File: src/rtl/keycode_decoder.sv
// PS/2 keyboard receiver: synchronizes the keyboard lines, deframes 11-bit
// frames and translates set-2 make/break scancodes into a held HID usage code.
module keycode_decoder #(
  parameter int unsigned TIMEOUT_CYCLES = 5000
) (
  input  logic       Clk,
  input  logic       Reset_n,
  input  logic       ps2_clk,
  input  logic       ps2_data,
  output logic [7:0] keycode,
  output logic       key_valid,
  output logic       frame_err
);

  localparam int unsigned   TW      = $clog2(TIMEOUT_CYCLES + 1);
  localparam logic [TW-1:0] TO_LAST = TW'(TIMEOUT_CYCLES - 1);

  typedef enum logic [1:0] {IDLE, DATA, PARITY, STOP} bit_state_t;
  typedef enum logic [1:0] {BASE, EXT, BRK, EXT_BRK}  byte_state_t;

  bit_state_t    bit_state;
  byte_state_t   byte_state;
  logic [1:0]    clk_sync;
  logic [1:0]    data_sync;
  logic          clk_prev;
  logic          ps2_edge;
  logic          ps2_bit;
  logic [2:0]    bit_cnt;
  logic [7:0]    shift_reg;
  logic          parity_bit;
  logic [TW-1:0] to_cnt;
  logic          timeout_hit;
  logic          byte_valid;
  logic          ext_sel;
  logic [7:0]    hid_code;

  always_ff @(posedge Clk) begin
    if (!Reset_n) begin
      clk_sync  <= '1;
      data_sync <= '1;
      clk_prev  <= 1'b1;
    end else begin
      clk_sync  <= {clk_sync[0], ps2_clk};
      data_sync <= {data_sync[0], ps2_data};
      clk_prev  <= clk_sync[1];
    end
  end

  assign ps2_edge    = clk_prev & ~clk_sync[1];
  assign ps2_bit     = data_sync[1];
  // An edge landing on the expiry cycle wins over the timeout.
  assign timeout_hit = (bit_state != IDLE) && !ps2_edge && (to_cnt == TO_LAST);

  always_ff @(posedge Clk) begin
    if (!Reset_n) begin
      bit_state  <= IDLE;
      bit_cnt    <= '0;
      shift_reg  <= '0;
      parity_bit <= 1'b0;
      to_cnt     <= '0;
      byte_valid <= 1'b0;
      frame_err  <= 1'b0;
    end else begin
      byte_valid <= 1'b0;
      frame_err  <= 1'b0;
      if (bit_state == IDLE || ps2_edge || timeout_hit) begin
        to_cnt <= '0;
      end else begin
        to_cnt <= to_cnt + 1'b1;
      end
      if (timeout_hit) begin
        bit_state <= IDLE;
        frame_err <= 1'b1;
      end else if (ps2_edge) begin
        case (bit_state)
          IDLE: begin
            if (!ps2_bit) begin
              bit_state <= DATA;
              bit_cnt   <= '0;
            end
          end
          DATA: begin
            shift_reg <= {ps2_bit, shift_reg[7:1]};
            bit_cnt   <= bit_cnt + 1'b1;
            if (bit_cnt == 3'd7) bit_state <= PARITY;
          end
          PARITY: begin
            parity_bit <= ps2_bit;
            bit_state  <= STOP;
          end
          STOP: begin
            if ((^{shift_reg, parity_bit}) && ps2_bit) byte_valid <= 1'b1;
            else                                       frame_err  <= 1'b1;
            bit_state <= IDLE;
          end
          default: bit_state <= IDLE;
        endcase
      end
    end
  end

  // shift_reg keeps the received byte until the next frame's data bits arrive.
  always_comb begin
    ext_sel  = (byte_state == EXT) || (byte_state == EXT_BRK);
    hid_code = '0;
    if (ext_sel) begin
      case (shift_reg)
        8'h6B:   hid_code = 8'h50;
        8'h74:   hid_code = 8'h4F;
        8'h75:   hid_code = 8'h52;
        8'h72:   hid_code = 8'h51;
        default: hid_code = '0;
      endcase
    end else begin
      case (shift_reg)
        8'h1C:   hid_code = 8'h04;
        8'h1B:   hid_code = 8'h16;
        8'h23:   hid_code = 8'h07;
        8'h1D:   hid_code = 8'h1A;
        8'h29:   hid_code = 8'h2C;
        8'h5A:   hid_code = 8'h28;
        default: hid_code = '0;
      endcase
    end
  end

  always_ff @(posedge Clk) begin
    if (!Reset_n) begin
      byte_state <= BASE;
      keycode    <= '0;
      key_valid  <= 1'b0;
    end else begin
      key_valid <= 1'b0;
      if (frame_err) begin
        byte_state <= BASE;
      end else if (byte_valid) begin
        case (byte_state)
          BASE: begin
            if (shift_reg == 8'hE0) begin
              byte_state <= EXT;
            end else if (shift_reg == 8'hF0) begin
              byte_state <= BRK;
            end else if (hid_code != '0) begin
              keycode   <= hid_code;
              key_valid <= 1'b1;
            end
          end
          EXT: begin
            if (shift_reg == 8'hF0) begin
              byte_state <= EXT_BRK;
            end else begin
              if (hid_code != '0) begin
                keycode   <= hid_code;
                key_valid <= 1'b1;
              end
              byte_state <= BASE;
            end
          end
          BRK, EXT_BRK: begin
            if (hid_code != '0 && hid_code == keycode) keycode <= '0;
            byte_state <= BASE;
          end
          default: byte_state <= BASE;
        endcase
      end
    end
  end

endmodule

File: config.mk
export PLATFORM = sky130hd
export DESIGN_NAME = keycode_decoder
export DESIGN_NICKNAME = d
export VERILOG_FILES = /design/src/rtl/keycode_decoder.sv
export SDC_FILE = /design/constraint.sdc
export NUM_CORES = 1
export LEC_CHECK = 0
export ABC_AREA = 1
export ABC_CLOCK_PERIOD_IN_PS = 2350
export BUFFER_PORTS_ARGS = -buffer_cell sky130_fd_sc_hd__clkbuf_2
export CAP_MARGIN = 20
export CORE_ASPECT_RATIO = 0.7
export CORE_MARGIN = 4
export CORE_UTILIZATION = 40
export DETAILED_ROUTE_END_ITERATION = 10
export GPL_TIMING_DRIVEN = 0
export SYNTH_ARGS = -nofsm -noshare
export SYNTH_HDL_FRONTEND = slang
export SYNTH_SLANG_ARGS = --single-unit
File: constraint.sdc
create_clock -name Clk -period 2.35 [get_ports Clk]
set_clock_uncertainty 0.05 [all_clocks]
set_input_delay 0.47 -clock Clk [delete_from_list [all_inputs] [get_ports Clk]]
set_output_delay 0.47 -clock Clk [all_outputs]
set_load 0.01 [all_outputs]
After elaboration in Yosys (flattened, before gate mapping)
Cells that the tools add are included.
W data, S select, Z words.
{"block": "word_totals", "reg_bits": 45, "latchBits": 0, "ram_bits": 0, "rom_bits": 0, "input_bits": 4, "output_inout_bits": 10, "elab_cells": 101, "mem_count": 0}
{"block": "op_classes", "add_sub_neg": 2, "mul": 0, "div": 0, "order_cmp": 0, "eq_ne": 26, "shift": 0, "n_mux": 26, "bitwise_logic": 8, "reduce_logical": 26}
{"operator": "$eq A8 B7 Y1 const B", "count": 5}
{"operator": "$mux W8", "count": 5}
{"operator": "$pmux W6 S6", "count": 1}
{"operator": "$pmux W7 S4", "count": 1}
{"operator": "$eq A8 B5 Y1 const B", "count": 3}
{"operator": "$pmux W8 S3", "count": 1}
{"operator": "$eq A8 B6 Y1 const B", "count": 2}
{"operator": "$eq A8 B8 Y1 const B", "count": 2}
{"operator": "$add A13 B1 Y13 const B", "count": 1}
{"operator": "$eq A13 B13 Y1 const B", "count": 1}
{"operator": "$mux W2", "count": 5}
{"operator": "$reduce_and A3 Y1", "count": 3}
{"operator": "$reduce_xor A9 Y1", "count": 1}
{"operator": "$eq A2 B2 Y1 const B", "count": 4}
{"operator": "$eq A8 B8 Y1", "count": 1}
{"operator": "$mux W1", "count": 8}
{"operator": "$ne A2 B2 Y1 const B", "count": 4}
{"operator": "$pmux W2 S4", "count": 1}
{"operator": "$reduce_and A4 Y1", "count": 2}
{"operator": "$reduce_bool A8 Y1", "count": 1}
{"operator": "$reduce_or A2 Y1", "count": 4}
{"operator": "$not A1 Y1", "count": 7}
{"operator": "$pmux W2 S3", "count": 1}
{"operator": "$pmux W3 S2", "count": 1}
{"operator": "15 further kinds", "count": 23}

Depth between registers and ports, before layout
{"block": "logic_depth", "depth_word": 8, "depth_mapped": 19, "mapped_depth_nobuf": 18}

Worst setup path after synthesis
Ideal clock, no wire load.
{"block": "synth_timing", "path_type": "reg-to-reg", "startpoint": "reg to_cnt[0]", "endpoint": "reg to_cnt[12]", "setup_time_ns": 0.071, "arrival_time_ns": 1.629, "path_slack_ns": 0.600, "stages_incl_launch_ff": 13, "path_buffers": 0, "period_less_slack_ns": 1.750, "path_cell_list": "dfxtp_1 ha_1 nand2_1 nor2_1 inv_1 nor2_1 nand2_1 nor3_2 inv_1 nor2_1 nand3_1 or2_0 a21oi_1"}
{"block": "synth_via", "elab_chain_cells": 4, "elab_cells_between_ends": 5}
{"item": "from (decl)", "line_no": "31", "rtl": "logic [TW-1:0] to_cnt;"}
{"item": "from (signal assigned)", "line_no": "69", "rtl": "to_cnt <= to_cnt + 1'b1;"}
{"item": "branches (longest 4 deep; another with $add A13 B1 Y13)"}
Parallel ways; which one is timed is not known.
A chain may end at the register's enable or synchronous reset.

Worst setup path in the final report
{"block": "layout_timing", "startpoint": "reg shift_reg[2]", "endpoint": "reg keycode[5]"}
{"block": "layout_via", "elab_chain_cells": 8, "elab_cells_between_ends": 25}
{"item": "from (decl)", "line_no": "29", "rtl": "logic [7:0] shift_reg;"}
{"item": "from (signal assigned)", "line_no": "83", "rtl": "shift_reg <= {ps2_bit, shift_reg[7:1]};"}
{"item": "$eq A8 B7 Y1 (tied with other cells)", "line_no": "115", "rtl": "case (shift_reg)"}
{"item": "$pmux W6 S6 / $pmux W7 S4 (equally long branches)", "line_no": "115, 107"}
{"item": "$mux W8", "line_no": "106", "rtl": "if (ext_sel) begin"}
{"item": "$reduce_bool A8 Y1", "line_no": "143, 152, 160"}
{"item": "$mux W8", "line_no": "143, 152"}
{"item": "$mux W8", "line_no": "149", "rtl": "if (shift_reg == 8'hF0) begin"}
{"item": "$mux W8", "line_no": "139", "rtl": "if (shift_reg == 8'hE0) begin"}
{"item": "$pmux W8 S3", "line_no": "137", "rtl": "case (byte_state)"}
{"item": "to (signal assigned)", "line_no": "144", "rtl": "keycode <= hid_code;"}
{"item": "to (signal assigned)", "line_no": "153", "rtl": "keycode <= hid_code;"}
{"item": "to (decl)", "line_no": "10", "rtl": "output logic [7:0] keycode,"}
Several ways; a longest one is shown, not always the timed one. The select of a mux whose other input is x is not followed.

==> run_results.csv <==
group,metric,value,unit
floorplan,fp.coreArea,5930,µm²
power,cellPowerDensity,505,nW/µm²
routing,drt_first_pass_iters,5,
global_route,gr-usage-met1,25.1,%
place,hpwl,4.22,mm
sta,period_minus_slack,2050,ps
power,finalPower,1.42,mW
cts,clock_latency,300,ps
routing,wl_per_cell,11.8,µm
routing,drt_wl_total,5.48,mm
global_route,grt_use_total,15.9,%
cts,root_buffer,"clkbuf_8",
cts,hold_buffers,0,
layout,final_nets,398,
critical_path,startpoint_type,"flop",
sta,fmax,487,MHz
sta,maxSlewViolCount,0,
floorplan,dieHeight,74.6,µm
synth,synth_cell_types,37,
synth,synth-edff-count,0,
layout,final_common_cell,"nand2_1",
synth,synth_cells,369,
power,vdd_drop_max,0.000310,V
global_route,grtUsageMet2,21.8,%
layout,antennaDiodeCount,0,
routing,drc,0,
cts,cts.sinks,44,
critical_path,worstPathCellList,"buf_6, inv_2, nand2_1, nor2_1, nand2_1, nand3_2, nand2_2, nand2_2, inv_2, nand2_1, nand2_1, nor2_1, nand2_1, nand2_2, nand2_4, nor2_1, nor2_2",
cts,path_clk_slew,100,ps
floorplan,start_util,42.8,%
synth,ys.flop_type,"dfxtp_1",
routing,vias,2269,
cts,cts-resized-gates,0,
critical_path,slowest_stage,"dfxtp_1",
critical_path,path_common_cell,"nand2_1",
synth,async_flop_share,0,%
cts,numCtsBuffers,5,
sta,finalCritPeriodShare,87.4,%
critical_path,worst-path-max-fanout,8,
critical_path,cp.required,2500,ps
sta,rsz0062_at_grt,"false",
critical_path,cpPeakStageDelay,320,ps
global_route,grt_overflow,0,
global_route,grt_pass1_wl,9.68,mm
worst_hold_path,min_path_type,"input port to flop",
cts,cts_tree,"yes",
routing,drt_iter0_drc,138,
cts,postCtsSetupRepairBufs,0,
layout,fill_cells,626,
place,port_buffers,11,
synth,synth.avg_cell_area,6.87,µm²
cts,htreeDepth,2,
sta,hold_viol_final,0,
layout,largest_reg_flops,13,
global_route,grt_max_degree,15,
synth,synth_seq_cells,44,
routing,drtAntennaViolNets,0,
layout,drive_above_1_share,16.5,%
sta,setup-tns-final,0,ps
place,place_area,2680,µm²
floorplan,ios,14,
global_route,grt.met3_usage,3.09,%
run,maxCapViolCount,0,
floorplan,fp.dieW,103,µm
power,leakage,1.23,nW
global_route,busiest_layer,"met1",
global_route,antenna_found_initial,0,
routing,vias_per_cell,4.90,
critical_path,arrival,2200,ps
status,status,"finished clean",
layout,final_area,2810,µm²
synth,ys.warnings.count,0,
place,globalplace.congestion,0.886,
synth,yosysSeqAreaShare,34.7,%
critical_path,critPathCaptureType,"flop",
global_route,grt_pass1_vias,2089,
floorplan,die_area,7700,µm²
critical_path,critical_path_class,"flop to flop",
synth,syn_nets,380,
layout,final_cell_mix,"nand2_1 (82), dfxtp_1 (44), nor2_1 (43)",
layout,area_growth,10.7,%
synth,netlist_area,2530,µm²
sta,finalSetupViolations,0,
floorplan,num_rows,23,
cts,clock_path_buffers,2,
## routing by layer
metal | wire [µm] | vias to the layer above | share of wire, %
met3 | 219 | 2 | 4.0
li1 | - | 1214 | -
met2 | 2100 | 40 | 38
met4 | 38 | 0 | 0.69
met1 | 3120 | 1013 | 57
met5 | 0 | - | 0
## final cells by class
| class | instances | area (µm²) | share of cell area (%) |
|---|---|---|---|
| multi-input combinational | 270 | 1400 | 50.0 |
| clock buffer | 6 | 82.6 | 2.94 |
| tap | 75 | 93.8 | 3.35 |
| inverter | 45 | 169 | 6.02 |
| sequential | 44 | 881 | 31.4 |
| buffer | 10 | 81.3 | 2.90 |
| clock inverter | 2 | 38.8 | 1.38 |
| timing repair buffer | 11 | 55.1 | 1.96 |
## final timing paths
| path | start | endpoint | slack [ps] | cells after the start |
|---|---|---|---|---|
| max | shift_reg[2]$_SDFFE_PN0P_ | keycode[5]$_SDFFE_PN0P_ | 300 | 17 |
| min | ps2_data | data_sync[0]$_SDFF_PN1_ | 300 | 2 |
| max reg2reg | shift_reg[2]$_SDFFE_PN0P_ | keycode[5]$_SDFFE_PN0P_ | 300 | 17 |
| min reg2reg | data_sync[0]$_SDFF_PN1_ | data_sync[1]$_SDFF_PN1_ | 370 | 1 |
## where the power goes
group / switching, mW / internal [mW]
combinational: 0.0230 / 0.0133
sequential: 0.00212 / 0.749
clock: 0.281 / 0.348
## critical path: cells and delay by family, from the launching register on
kind	cells	cell delay (ps)
simple gates	14	1300
flops	1	320
buf+inv	3	280
## Yosys cell counts, types with 3 or more instances
cell type	n	area [µm²]
nor3_1	7	35.0
xnor2_1	3	26.3
a21oi_1	21	105
nand3_1	35	175
nor2_2	5	31.3
inv_1	36	135
inv_2	9	33.8
nand4_1	5	31.3
nand2_2	12	75.1
clkbuf_1	3	11.3
nand2_1	82	308
ha_1	7	87.6
o21ai_0	12	60.1
nor3b_1	5	37.5
o21a_1	3	22.5
nor2_1	43	161
xor2_1	7	61.3
or2_2	5	31.3
dfxtp_1	44	881
## logic make-up after synthesis
logic type	Yosys count	synth area share (%)
buffers and inverters	55	9.87
XOR/XNOR	10	3.46
AO/OA/AOI/OAI	42	9.08
other	1	0.148
AND/OR/NAND/NOR	210	39.2
adder cells (fa/ha/maj)	7	3.45
flip-flops	44	34.7
## metrics by stage
stage	instances	util [%]	hold WS (ps)	worst slack (ps)
after floorplan	369	-	342	600
after global routing	463	47.3	313	98.4
after global placement	455	45.3	344	356
after detailed placement	455	45.3	353	339
final	463	47.3	305	296
after CTS	463	47.3	301	314
Power figures use the tool's default switching activity.
